--- config.mk ---
export PLATFORM = sky130hd
export DESIGN_NAME = conv_encoder_mac_flat
export DESIGN_NICKNAME = d
export VERILOG_FILES = /design/src/rtl/conv_encoder_mac_if.sv /design/src/rtl/conv_encoder_mac.sv /design/src/flat_wrapper.sv
export SDC_FILE = /design/constraint.sdc
export NUM_CORES = 1
export LEC_CHECK = 0
export BUFFER_PORTS_ARGS = -buffer_cell sky130_fd_sc_hd__buf_2
export CORE_MARGIN = 2
export CORE_UTILIZATION = 44
export CTS_CLUSTER_SIZE = 14
export DETAILED_ROUTE_END_ITERATION = 10
export GPL_TIMING_DRIVEN = 0
export HOLD_SLACK_MARGIN = 0.02
export PLACE_DENSITY = 0.7
export REMOVE_ABC_BUFFERS = 1
export SLEW_MARGIN = 25
export SYNTH_ARGS = -nofsm -noshare
export SYNTH_HDL_FRONTEND = slang
export SYNTH_SLANG_ARGS = --single-unit
--- constraint.sdc ---
create_clock -name clk -period 30.2 [get_ports clk]
set_clock_uncertainty 0.15 [all_clocks]
set_input_delay 3.02 -clock clk [delete_from_list [all_inputs] [get_ports clk]]
set_output_delay 3.02 -clock clk [all_outputs]
set_load 0.1 [all_outputs]
--- src/rtl/conv_encoder_mac_if.sv ---
// Handshake/bus bundle between the conv encoder MAC stage, its pixel source,
// the weight memory and the result sink. The slave modport is the MAC itself.
interface conv_encoder_mac_if #(
    parameter int DATA_W = 18
);
    logic                     x_valid;
    logic signed [DATA_W-1:0] x_data;
    logic                     x_ready;
    logic                     w_start;
    logic [3:0]               w_input_filter;
    logic [3:0]               w_output_filter;
    logic signed [DATA_W-1:0] w;
    logic                     y_valid;
    logic                     y_ready;
    logic signed [DATA_W-1:0] y_data;
    logic [3:0]               y_filter;
    logic                     done;

    modport master (
        output x_valid, x_data, w, y_ready,
        input  x_ready, w_start, w_input_filter, w_output_filter,
               y_valid, y_data, y_filter, done
    );

    modport slave (
        input  x_valid, x_data, w, y_ready,
        output x_ready, w_start, w_input_filter, w_output_filter,
               y_valid, y_data, y_filter, done
    );
endinterface

--- src/rtl/conv_encoder_mac.sv ---
// 1x1 conv encoder MAC: buffers one 14-channel pixel, walks the weight memory and
// emits one saturated fixed-point result per output filter. Define CONV_ENC_RELU_EN to fuse a ReLU.
module conv_encoder_mac #(
    parameter int DATA_W    = 18,
    parameter int FRAC_BITS = 10,
    parameter int N_IN      = 14,
    parameter int N_OUT     = 16
) (
    input  logic clk,
    input  logic rst,
    conv_encoder_mac_if.slave bus
);
    localparam int ACC_W = 2*DATA_W + 4;
    localparam logic [3:0] LAST_IN  = 4'(N_IN - 1);
    localparam logic [3:0] LAST_OUT = 4'(N_OUT - 1);
    localparam logic signed [ACC_W-1:0] Y_MAX = ACC_W'((2**(DATA_W-1)) - 1);

    typedef enum logic [1:0] {IDLE, ISSUE, DRAIN, OUT} state_t;

    state_t                   state;
    logic [3:0]               cnt;
    logic [3:0]               in_idx;
    logic [3:0]               out_idx;
    logic signed [DATA_W-1:0] pix [N_IN];
    logic                     p_valid;
    logic signed [DATA_W-1:0] p_x;
    logic signed [ACC_W-1:0]  acc;
    logic                     w_start;
    logic                     y_valid;
    logic signed [DATA_W-1:0] y_data;
    logic [3:0]               y_filter;

    logic signed [2*DATA_W-1:0] prod;
    logic signed [ACC_W-1:0]    prod_ext;
    logic signed [ACC_W-1:0]    acc_next;
    logic signed [ACC_W-1:0]    shifted;
    logic signed [DATA_W-1:0]   y_sat;

    // p_x is registered alongside w_start so it lines up with the memory's one-cycle read latency
    always_comb begin
        prod     = p_x * bus.w;
        prod_ext = '0;
        if (p_valid)
            prod_ext = ACC_W'(prod);
        acc_next = acc + prod_ext;
        shifted  = acc_next >>> FRAC_BITS;
        if (shifted > Y_MAX)
            y_sat = {1'b0, {(DATA_W-1){1'b1}}};
        else if (shifted < ~Y_MAX)
            y_sat = {1'b1, {(DATA_W-1){1'b0}}};
        else
            y_sat = shifted[DATA_W-1:0];
`ifdef CONV_ENC_RELU_EN
        if (y_sat[DATA_W-1])
            y_sat = '0;
`else
`endif
    end

    always_ff @(posedge clk) begin
        if (rst) begin
            state    <= IDLE;
            cnt      <= '0;
            in_idx   <= '0;
            out_idx  <= '0;
            p_valid  <= 1'b0;
            p_x      <= '0;
            acc      <= '0;
            w_start  <= 1'b0;
            y_valid  <= 1'b0;
            y_data   <= '0;
            y_filter <= '0;
        end else begin
            p_valid <= 1'b0;
            case (state)
                IDLE: begin
                    if (bus.x_valid) begin
                        pix[cnt] <= bus.x_data;
                        if (cnt == LAST_IN) begin
                            cnt     <= '0;
                            in_idx  <= '0;
                            out_idx <= '0;
                            acc     <= '0;
                            w_start <= 1'b1;
                            state   <= ISSUE;
                        end else begin
                            cnt <= cnt + 4'd1;
                        end
                    end
                end
                ISSUE: begin
                    p_valid <= 1'b1;
                    p_x     <= pix[in_idx];
                    acc     <= acc_next;
                    if (in_idx == LAST_IN) begin
                        w_start <= 1'b0;
                        state   <= DRAIN;
                    end else begin
                        in_idx <= in_idx + 4'd1;
                    end
                end
                DRAIN: begin
                    acc      <= acc_next;
                    y_valid  <= 1'b1;
                    y_data   <= y_sat;
                    y_filter <= out_idx;
                    state    <= OUT;
                end
                OUT: begin
                    if (bus.y_ready) begin
                        y_valid <= 1'b0;
                        if (out_idx == LAST_OUT) begin
                            state <= IDLE;
                        end else begin
                            out_idx <= out_idx + 4'd1;
                            in_idx  <= '0;
                            acc     <= '0;
                            w_start <= 1'b1;
                            state   <= ISSUE;
                        end
                    end
                end
                default: state <= IDLE;
            endcase
        end
    end

    assign bus.x_ready         = (state == IDLE);
    assign bus.w_start         = w_start;
    assign bus.w_input_filter  = in_idx;
    assign bus.w_output_filter = out_idx;
    assign bus.y_valid         = y_valid;
    assign bus.y_data          = y_data;
    assign bus.y_filter        = y_filter;
    // done coincides with the filter-15 handshake itself, so it cannot be a registered flag
    assign bus.done            = y_valid && bus.y_ready && (y_filter == LAST_OUT);
endmodule
--- src/flat_wrapper.sv ---
// flat-port wrapper written by rule: the top's interface ports become plain ports
module conv_encoder_mac_flat 
#(
    parameter int DATA_W    = 18,
    parameter int FRAC_BITS = 10,
    parameter int N_IN      = 14,
    parameter int N_OUT     = 16
)
  (clk, rst, bus_x_valid, bus_x_data, bus_w, bus_y_ready, bus_x_ready, bus_w_start, bus_w_input_filter, bus_w_output_filter, bus_y_valid, bus_y_data, bus_y_filter, bus_done);
  conv_encoder_mac_if #(.DATA_W(DATA_W)) bus_i ();
  input  logic clk;
  input  logic rst;
  input wire logic [$bits(bus_i.x_valid)-1:0] bus_x_valid;
  input wire logic [$bits(bus_i.x_data)-1:0] bus_x_data;
  input wire logic [$bits(bus_i.w)-1:0] bus_w;
  input wire logic [$bits(bus_i.y_ready)-1:0] bus_y_ready;
  output wire logic [$bits(bus_i.x_ready)-1:0] bus_x_ready;
  output wire logic [$bits(bus_i.w_start)-1:0] bus_w_start;
  output wire logic [$bits(bus_i.w_input_filter)-1:0] bus_w_input_filter;
  output wire logic [$bits(bus_i.w_output_filter)-1:0] bus_w_output_filter;
  output wire logic [$bits(bus_i.y_valid)-1:0] bus_y_valid;
  output wire logic [$bits(bus_i.y_data)-1:0] bus_y_data;
  output wire logic [$bits(bus_i.y_filter)-1:0] bus_y_filter;
  output wire logic [$bits(bus_i.done)-1:0] bus_done;
  assign bus_i.x_valid = bus_x_valid;
  assign bus_i.x_data = bus_x_data;
  assign bus_i.w = bus_w;
  assign bus_i.y_ready = bus_y_ready;
  assign bus_x_ready = bus_i.x_ready;
  assign bus_w_start = bus_i.w_start;
  assign bus_w_input_filter = bus_i.w_input_filter;
  assign bus_w_output_filter = bus_i.w_output_filter;
  assign bus_y_valid = bus_i.y_valid;
  assign bus_y_data = bus_i.y_data;
  assign bus_y_filter = bus_i.y_filter;
  assign bus_done = bus_i.done;
  conv_encoder_mac #(.DATA_W(DATA_W), .FRAC_BITS(FRAC_BITS), .N_IN(N_IN), .N_OUT(N_OUT)) u_core (.clk(clk), .rst(rst), .bus(bus_i));
endmodule
# After elaboration in Yosys (flattened, before gate mapping)
# Memory sizes are Yosys's and may differ from the RTL's. A register that Yosys moved wholly into a read port is not among the register bits.
# Cells that the tools add are included.
[word_totals]
ff_bits = 79
ramBits = 252
input_bits = 40
output_inout_bits = 34
wordCells = 82
memories = 1
[op_classes]
add_sub_neg = 4
multipliers = 1
order_cmp = 2
n_eq_ne = 13
muxes = 37
reduce_logical = 14
[mem_list]
columns = ["memory", "words", "word_bits", "rd", "rd_ports_with_merged_regs", "write_ports", "line_no", "text"]
rows = [
  ["u_core.pix", 14, 18, 1, 1, 1, "conv_encoder_mac.sv:24", "logic signed [DATA_W-1:0] pix [N_IN];"],
]
[ops]
columns = ["op", "count"]
rows = [
  ["two-way mux 40 bit", 5],
  ["case mux 40 bit (3 select lines)", 1],
  ["adder 40 bit", 1],
  ["multiplier 18 x 18 -> 36 bit", 1],
  ["two-way mux 18 bit", 2],
  ["two-way mux 4 bit", 8],
  ["greater-than comparator 30 x 18 -> 1 bit (second input constant)", 1],
  ["less-than comparator 30 x 18 -> 1 bit (second input constant)", 1],
  ["== test 4 bit (second input constant)", 4],
  ["adder 4 x 1 -> 4 bit (second input constant)", 3],
  ["two-way mux 1 bit", 12],
  ["case mux 4 bit (3 select lines)", 1],
  ["AND reduction 6 bit", 2],
  ["two-way mux 2 bit", 4],
  ["!= test 2 bit (second input constant)", 4],
  ["case mux 2 bit (4 select lines)", 1],
  ["case mux 4 bit (2 select lines)", 1],
  ["AND reduction 4 bit", 2],
  ["AND reduction 5 bit", 1],
  ["== test 2 bit (second input constant)", 2],
  ["!= test 2 x 1 -> 1 bit (second input constant)", 2],
  ["AND reduction 2 bit", 2],
  ["nonzero test 2 bit", 2],
  ["case mux 1 bit (3 select lines)", 1],
  ["other kinds (6)", 7],
]

# Longest topological paths before layout
# Gate-level depths: netlist of the first run.
[logic_depth]
ltp_word = 6
ltp_mapped = 38
depth_no_buf = 35

# Least setup slack after synthesis of the first run
# Ideal clock, no wire load.
[synth_timing]
path_type = "in2reg"
from = "input port bus_w[9]"
to = "register u_core.y_data[10] (netlist: u_core.bus.y_data[10])"
setup_ns = 0.092
arrival_ns = 11.417
required_time_ns = 29.958
path_slack_ns = 18.540
stages = 36
cell_sequence = "clkbuf_1 clkbuf_1 nand2_1 fa_1 inv_1 fa_1 inv_1 fa_1 inv_1 fa_1 fa_1 inv_1 fa_1 inv_1 ha_1 a2111oi_0 nor2b_1 o211ai_1 a31oi_1 o21ai_1 a2111oi_2 nor2_1 xnor2_1 nor2_1 ha_1 and3_1 and2_1 a221o_1 a21o_1 a221oi_4 xnor2_1 nand3_1 nor4_1 a31oi_2 buf_6 o32ai_1"
[synth_via]
elab_chain_len = 6
elab_cells_between_ends = 7
cone_classes = "add/sub: 1; mul: 1; order compare: 2; mux: 3"
[synth_rtl]
columns = ["element", "line_no", "text"]
rows = [
  ["start, declared", "flat_wrapper.sv:15", "input wire logic [$bits(bus_i.w)-1:0] bus_w;"],
  ["multiplier 18 x 18 -> 36 bit *", "conv_encoder_mac.sv:41", "prod = p_x * bus.w;"],
  ["two-way mux 40 bit *", "conv_encoder_mac.sv:43", "if (p_valid)"],
  ["adder 40 bit *", "conv_encoder_mac.sv:45", "acc_next = acc + prod_ext;"],
  ["less-than comparator 30 x 18 -> 1 bit", "conv_encoder_mac.sv:49", "else if (shifted < ~Y_MAX)"],
  ["two-way mux 18 bit", "conv_encoder_mac.sv:49", ""],
  ["two-way mux 18 bit *", "conv_encoder_mac.sv:47", "if (shifted > Y_MAX)"],
  ["end signal, assigned", "conv_encoder_mac.sv:105", "y_data <= y_sat;"],
  ["end, declared", "conv_encoder_mac.sv:30", "logic signed [DATA_W-1:0] y_data;"],
]
# Every way passes the cells marked *; elsewhere a longest branch is shown, timed or not.
# A chain may end at the register's enable or synchronous reset.

# Final worst setup path of the first run
[layout_timing]
from = "input port bus_w[0]"
to = "register u_core.y_data[4] (netlist: u_core.bus.y_data[4])"
# Same word-level chain as after synthesis.

==> results of run 1 <==
[synth_stat cells, types with 9 or more instances]
library cell	n	area, um2
inv_1	388	1460
nor3_1	18	90.1
and3_1	15	93.8
mux4_2	72	1620
mux2_2	18	203
and2_1	189	1180
xor2_1	20	175
mux2i_1	27	270
a21o_1	27	203
ha_1	139	1740
o21ai_0	44	220
nor2b_1	12	75.1
edfxtp_1	252	7570
dfxtp_1	97	1940
fa_1	330	6610
a22oi_1	35	263
clkbuf_1	112	420
xnor2_1	44	385
a21oi_1	74	370
o21a_1	10	75.1
buf_1	9	33.8
nand3_1	31	155
nor2_1	169	634
nand2_1	230	863
nand2b_1	18	113
o32ai_1	17	149
a211oi_1	10	75.1
[metal layers]
metal	share of wire (%)	up-vias	global-route usage, %
met5	0.043	-	0
met4	2.8	4	6.71
met3	4.6	122	2.70
met2	53	468	35.5
met1	40	9472	24.2
li1	-	8396	-
[kinds of logic after synthesis]
family,synth area share (%)
AND/OR/NAND/NOR,12.3
flip-flops,34.0
XOR/XNOR,2.06
multiplexers,7.48
AO/OA/AOI/OAI,7.40
buffers and inverters,7.00
adder cells (fa/ha/maj),29.8
[registers in the layout (all words and copies together) (netlist names)]
signal                      flops
u_core.bus.w_start              1
u_core.bus.y_data              18
u_core.p_valid                  1
u_core.p_x                     18
u_core.bus.y_filter             4
u_core.bus.w_output_filter      4
u_core.pix                    252
u_core.state                    2
u_core.bus.y_valid              1
u_core.bus.w_input_filter       4
u_core.acc                     40
u_core.cnt                      4
[through the flow]
stage | utilization (%) | hold WS [ps] | worst slack, ps
6_report | 48.6 | 313 | 17700
5_1_grt | 48.6 | 341 | 17020
4_1_cts | 48.6 | 310 | 17730
3_5_place_dp | 46.8 | 302 | 17170
3_3_place_gp | 45.9 | 294 | 17390
2_1_floorplan | - | 280 | 18970
[worst max-delay path by stage]
| stage | endpoint | start | cells after the start |
|---|---|---|---|
| after floorplan | u_core.bus.y_data[0] | bus_w[1] | 32 |
| after global placement | u_core.bus.y_data[16] | bus_w[0] | 32 |
| after detailed placement | u_core.bus.y_data[16] | bus_w[0] | 32 |
| after CTS | u_core.bus.y_data[4] | bus_w[0] | 32 |
| after global routing | u_core.bus.y_data[11] | bus_w[0] | 32 |
| final | u_core.bus.y_data[4] | bus_w[0] | 32 |
[worst register-to-register path: cells and delay by family, from the launching register on]
| kind | cells | cell delay (ps) |
|---|---|---|
| buffers and inverters | 5 | 340 |
| flip-flops | 1 | 790 |
| AND/OR/NAND/NOR | 4 | 810 |
| adder cells (fa/ha/maj) | 8 | 3630 |
| AO/OA/AOI/OAI | 12 | 4340 |
| XOR/XNOR | 2 | 390 |
[final cells by class]
type,count,area (um2),share of cell area [%]
clock buffers,42,943,3.08
clock inverters,21,161,0.528
well taps,846,1060,3.46
flip-flops and latches,349,9520,31.1
repair buffers,100,820,2.68
multi-input cells,1662,16600,54.4
inverters,388,1460,4.76
[where the power goes]
| group | internal (uW) | total [uW] | switching, uW |
|---|---|---|---|
| sequential | 525 | 556 | 31.3 |
| clock | 235 | 422 | 187 |
| combinational | 363 | 877 | 514 |
| total | 1120 | 1850 | 732 |
==> summary.txt, run 1 <==
Synth
  – Synthesized area: 28000 um2
  – Cells after Synth: between 2000 and 3000
  – Synth Register Bits: roughly 350
  – Syn. warnings: 0
  – Most frequently used flop master after synthesis: edfxtp_1
  – Share of the yosys chip area belonging to registers: about a third
  – Ys async rst share: 0%
  – EDFF count, synth: 252
  – Avg Cell Area, Syn: 11.1 um2
  – Synth unique cells: 74

STA
  – Fin. Hold Viols: 0
  – Setup violators final: 0
  – Fin Setup TNS: 0 ps
  – Measured slew at the worst slew-check pin: about 1100 ps
  – Achievable frequency: roughly 0.080 GHz
  – Slew HR: 29.3%
  – Minimum clock period: about 12000 ps
  – RSZ-0062 raised after global routing: no
  – Final period util: around two fifths
  – Slew Limit Fails: 0

Finish
  – Area grow syn2layout: 9.28%
  – Commonest non-fill, non-tap cells in the layout: inv_1 (388), fa_1 (330), edfxtp_1 (252)
  – Fillcell total: between 5000 and 6000
  – Fin area: roughly 30000 um2
  – Commonest non-fill, non-tap cell in the layout: inv_1
  – Nets@finish: 3046
  – Share of cells above drive strength 1: between 10% and 20%
  – Final std cells w/o fill: approximately 3400
  – Antenna diode count: 0

Clock tree
  – Worst-case clock buffer depth: 3
  – Worst skew pair latency: around 560 ps
  – CTS tree: yes
  – Clock root buffer: clkbuf_16
  – Cts repair resizes: 0
  – H-tree depth: 2
  – Number of setup buffers added after CTS: 0
  – Hold buffer count at CTS: 0
  – CTS Buf Count: 36
  – Clock sink count: around 350
  – Clock Pin Slew Worst Setup and Hold Paths: about 60 ps

Job
  – Total of max-cap violations: 0

Pwr
  – Leakage: around 0.013 uW
  – Peak VDD IR: 0.0657 mV
  – Final Power: between 1500 and 2000 uW
  – Power per cell area: slightly above 60 nW/um2

Critical path
  – Critical Path End Type: flop
  – Most common cell on crit path: fa_1
  – R2R cell count: 31
  – Reg2reg start: u_core.p_x[17]
  – Buffers and inverters on the worst path: 6
  – Cell family with the largest share of critical-path delay: compound AO/OA/AOI/OAI gates
  – Reg2reg setup slack: 19590 ps
  – Slowest stage delay, CP: ~740 ps
  – Slowest CP cell: a31oi_2
  – Critical Path RT: between 30000 and 40000 ps
  – Largest fanout on the critical path: 18
  – Critical path class: in2reg
  – R2r endpoint: u_core.bus.y_data[4]
  – Arrival time at the worst endpoint: approximately 13000 ps
  – Nature of the critical path startpoint: primary input

Drt
  – WL/cell: about 19 um
  – Post-Route WL: about 63000 um
  – Drt drc: 0
  – Final ANT Viol Nets: 0
  – Starting DRC count in detailed routing: roughly 1100
  – Vias/cell: 5.42
  – Via count: 18462
  – Drt pass-1 iters: 5

Placed design
  – Port bufs: 73
  – GPL Wtd Cong: slightly below 0.9
  – Placed inst area: between 20000 and 30000 um2
  – Dpl cells: around 3300
  – HPWL Detailed: approximately 47000 um

Floorplan
  – Die ar.: between 60000 and 70000 um2
  – Initial core utilization: approximately 44%
  – # rows: ~90
  – CORE AREA: roughly 63000 um2
  – Ports: 74
  – Die X: between 200 and 300 um
  – Die Ht: approximately 260 um

Status
  – Status: completed

GRT
  – Antenna violations before repair: 2
  – Gr usage total: ~20%
  – Global-route wire length before repair: just over 100000 um
  – Grt total ovfl: 0
  – Largest net degree at the start of global routing: 70
  – Vias in the first global route: roughly 20000

Min path
  – Hold Path Sink: u_core.acc[5]
  – Min-Delay Startpoint: u_core.acc[5]
  – WHS Path Cells: 2
  – Worst Hold Class: reg2reg
No activity file was read; power rests on OpenSTA's default activity.
==> run 2, diff against run 1 <==
--- a/config.mk
+++ b/config.mk
@@ -5,6 +5,7 @@
 export SDC_FILE = /design/constraint.sdc
 export NUM_CORES = 1
 export LEC_CHECK = 0
+export ABC_AREA = 1
 export BUFFER_PORTS_ARGS = -buffer_cell sky130_fd_sc_hd__buf_2
 export CORE_MARGIN = 2
 export CORE_UTILIZATION = 44
@@ -12,7 +13,7 @@
 export DETAILED_ROUTE_END_ITERATION = 10
 export GPL_TIMING_DRIVEN = 0
 export HOLD_SLACK_MARGIN = 0.02
-export PLACE_DENSITY = 0.7
+export PLACE_DENSITY = 0.72
 export REMOVE_ABC_BUFFERS = 1
 export SLEW_MARGIN = 25
 export SYNTH_ARGS = -nofsm -noshare
==> constraint.sdc (replaced) <==
create_clock -name clk -period 10.6 [get_ports clk]
set_clock_uncertainty 0.15 [all_clocks]
set_input_delay 1.06 -clock clk [delete_from_list [all_inputs] [get_ports clk]]
set_output_delay 1.06 -clock clk [all_outputs]
set_load 0.1 [all_outputs]
==> run 2 against run 1 <==
Register-to-register slack worse by 19000 ps. Highest routed layer is now met4. First-iteration DRC count is 82% higher. Flip-flop and latch count stayed put. Global-route usage is 2.0 points higher. Setup slack worse by 17000 ps. Critical path depth is 4 higher.
==> summary.txt, run 2 <==
Critical path
  – Arrival time at the worst endpoint: 10110 ps (-2620 ps)
  – Slowest CP cell: dfxtp_1
  – Critical Path RT: 10850 ps (-19580 ps)
  – Reg2reg setup slack: 740 ps (-18850 ps)
  – Cell family with the largest share of critical-path delay: adder cells
  – Critical path class: reg2reg
  – Largest fanout on the critical path: 19 (+1)
  – Reg2reg start: u_core.p_x[10]
  – Most common cell on crit path: nand2_1
  – R2r endpoint: u_core.bus.y_data[3]
  – Buffers and inverters on the worst path: 5 (-1)
  – Nature of the critical path startpoint: flop
  – Critical Path End Type: flop
  – Slowest stage delay, CP: 990 ps (+250 ps)
  – R2R cell count: 36 (+16%)

GRT
  – Vias in the first global route: 22551 (+15%)
  – Global-route wire length before repair: 121000 um (+17%)
  – Antenna violations before repair: 1 (-1)
  – Largest net degree at the start of global routing: 69 (-1.4%)
  – Grt total ovfl: 0 (unchanged)
  – Gr usage total: 21.7% (+2.0 points)

Clock tree
  – Cts repair resizes: 0 (unchanged)
  – Worst skew pair latency: 560 ps (about the same)
  – H-tree depth: 2 (unchanged)
  – Number of setup buffers added after CTS: 0 (unchanged)
  – Hold buffer count at CTS: 0 (unchanged)
  – Clock Pin Slew Worst Setup and Hold Paths: 60 ps (about the same)
  – Clock root buffer: clkbuf_16
  – Worst-case clock buffer depth: 3 (unchanged)
  – Clock sink count: 349 (unchanged)
  – CTS tree: yes
  – CTS Buf Count: 34 (-5.6%)

Drt
  – Via count: 22558 (+22%)
  – Drt drc: 0 (unchanged)
  – Post-Route WL: 73800 um (+17%)
  – Drt pass-1 iters: 6 (+1)
  – WL/cell: 17.0 um (-8.5%)
  – Vias/cell: 5.20 (-4.0%)
  – Final ANT Viol Nets: 0 (unchanged)
  – Starting DRC count in detailed routing: 2082 (+82%)

Synth
  – Ys async rst share: 0% (unchanged)
  – Most frequently used flop master after synthesis: edfxtp_1
  – Post-synth top area cell: edfxtp_1
  – Synth unique cells: 47 (-36%)
  – Syn. warnings: 0 (unchanged)
  – Cells after Synth: 3466 (+37%)
  – EDFF count, synth: 252 (unchanged)
  – Synthesized area: 29400 um2 (+4.9%)
  – Share of the synthesized area in the top cell type: 25.8% (-1.3 points)
  – Avg Cell Area, Syn: 8.47 um2 (-24%)
  – Share of the yosys chip area belonging to registers: 32.4% (-1.6 points)
  – Synth Register Bits: 349 (unchanged)
  – Post-synth top cells: nand2_1 (763), inv_1 (733), fa_1 (330)
  – Largest cells by area after synthesis: edfxtp_1 (26%), fa_1 (23%), nand2_1 (9.8%), inv_1 (9.4%), dfxtp_1 (6.6%)
  – Count leader, synth: nand2_1

Job
  – Total of max-cap violations: 0 (unchanged)

Finish
  – Share of cells above drive strength 1: 7.26% (-4.0 points)
  – Area grow syn2layout: 8.49%
  – Largest register FFs: 252 (unchanged)
  – Nets@finish: 3959 (+30%)
  – Top reg by flops: u_core.pix
  – Commonest non-fill, non-tap cell in the layout: nand2_1
  – Commonest non-fill, non-tap cells in the layout: nand2_1 (763), inv_1 (730), fa_1 (330)
  – Top Registers: u_core.pix: 252 flops, u_core.acc: 40 flops
  – Fin area: 31900 um2 (+4.1%)

Floorplan
  – # rows: 94 (+2.2%)
  – Initial core utilization: 44.6% (+0.12 points)
  – Die ar.: 68800 um2 (+4.8%)
  – Ports: 74 (unchanged)
  – CORE AREA: 65900 um2 (+4.6%)
  – Die Ht: 262 um (+2.4%)
  – Die X: 262 um (+2.4%)

Placed design
  – HPWL Detailed: 54700 um (+16%)
  – Port bufs: 73 (unchanged)
  – GPL Wtd Cong: 0.953 (+8.1%)
  – Placed inst area: 30700 um2 (+4.1%)

Status
  – Status: completed

Min path
  – Worst Hold Class: reg2reg
  – Min-Delay Startpoint: u_core.acc[19]
  – Hold Path Sink: u_core.acc[19]
  – WHS Path Cells: 2 (unchanged)

STA
  – Minimum clock period: around 10000 ps
  – Setup violators final: 0 (unchanged)
  – RSZ-0062 raised after global routing: no
  – Final period util: between 90% and 100%
  – Achievable frequency: around 0.1 GHz
  – Measured slew at the worst slew-check pin: 1110 ps (+47.9 ps)
  – Fin Setup TNS: 0 ps (unchanged)
  – Fin. Hold Viols: 0 (unchanged)
  – Slew Limit Fails: 0 (unchanged)
  – Slew HR: 26.1% (-3.2 points)
-- run 2: cell types whose count changed in the layout (fill, tap and decap cells not counted), sizes merged, moves of 22 or more --
cell | before | now
mux2i | 27 | 0
o21ai | 49 | 220
o22ai | 1 | 41
nor2 | 169 | 288
nand2 | 230 | 783
nand3 | 31 | 69
a22oi | 36 | 3
inv | 391 | 746
and2 | 190 | 0
a21oi | 76 | 165
mux4 | 72 | 0
a21o | 27 | 5
xnor2 | 45 | 19
-- run 2: cell families after synthesis --
group	share of synthesized area, %
AND/OR/NAND/NOR	16.5
adder cells (fa/ha/maj)	28.4
XOR/XNOR	1.31
flip-flops	32.4
AO/OA/AOI/OAI	9.89
buffers and inverters	11.5
-- run 2: area by class of cell --
| type | instances | area (um2) |
|---|---|---|
| Clock inverter | 14 | 211 |
| Antenna cell | 1 | 2.50 |
| Fill cell | 6189 | 34000 |
| Inverter | 744 | 2800 |
| Tap cell | 864 | 1080 |
| Clock buffer | 45 | 943 |
| Multi-Input combinational cell | 2223 | 16600 |
| Sequential cell | 349 | 9520 |
| Timing Repair Buffer | 98 | 724 |
-- run 2: metal layers --
layer	global-route usage (%)	vias up	part of all wire (%)
met1	30.4	10971	44
met2	36.3	772	48
met4	4.62	0	1.5
met5	0	-	0
li1	-	10730	-
met3	2.34	85	6.9
-- run 2: worst max path at each step --
| stage | startpoint | slack, ps | cells past startpoint | end |
|---|---|---|---|---|
| detailed placement | bus_w[3] | 480 | 37 | u_core.bus.y_data[3] |
| finish | u_core.p_x[10] | 740 | 36 | u_core.bus.y_data[3] |
| floorplan | bus_w[17] | 2350 | 35 | u_core.bus.y_data[0] |
| global placement | bus_w[3] | 590 | 37 | u_core.bus.y_data[6] |
| global route | u_core.p_x[10] | 180 | 36 | u_core.bus.y_data[4] |
| CTS | u_core.p_x[10] | 850 | 36 | u_core.bus.y_data[3] |
-- run 2: worst reg2reg max path: cells and delay by family (launching register included) --
kind / cells / cell delay, ps
adder cells (fa/ha/maj): 8 / 3950
AO/OA/AOI/OAI: 9 / 2510
AND/OR/NAND/NOR: 14 / 1850
flip-flops: 1 / 990
buffers and inverters: 5 / 260
-- run 2: through the flow --
step / hold slack, ps / worst slack, ps / utilization, % / instances
6_report: 321 / 737 / 48.4 / 4338
5_1_grt: 335 / 177 / 48.4 / 4337
4_1_cts: 322 / 846 / 48.4 / 4337
3_5_place_dp: 311 / 484 / 46.6 / 4278
3_3_place_gp: 307 / 585 / 45.9 / 4253
2_1_floorplan: 294 / 2350 / - / 3316
Power of run 2 is not shown: default switching activity piles up to over one toggle a cycle in this logic, so the estimate is an artifact.
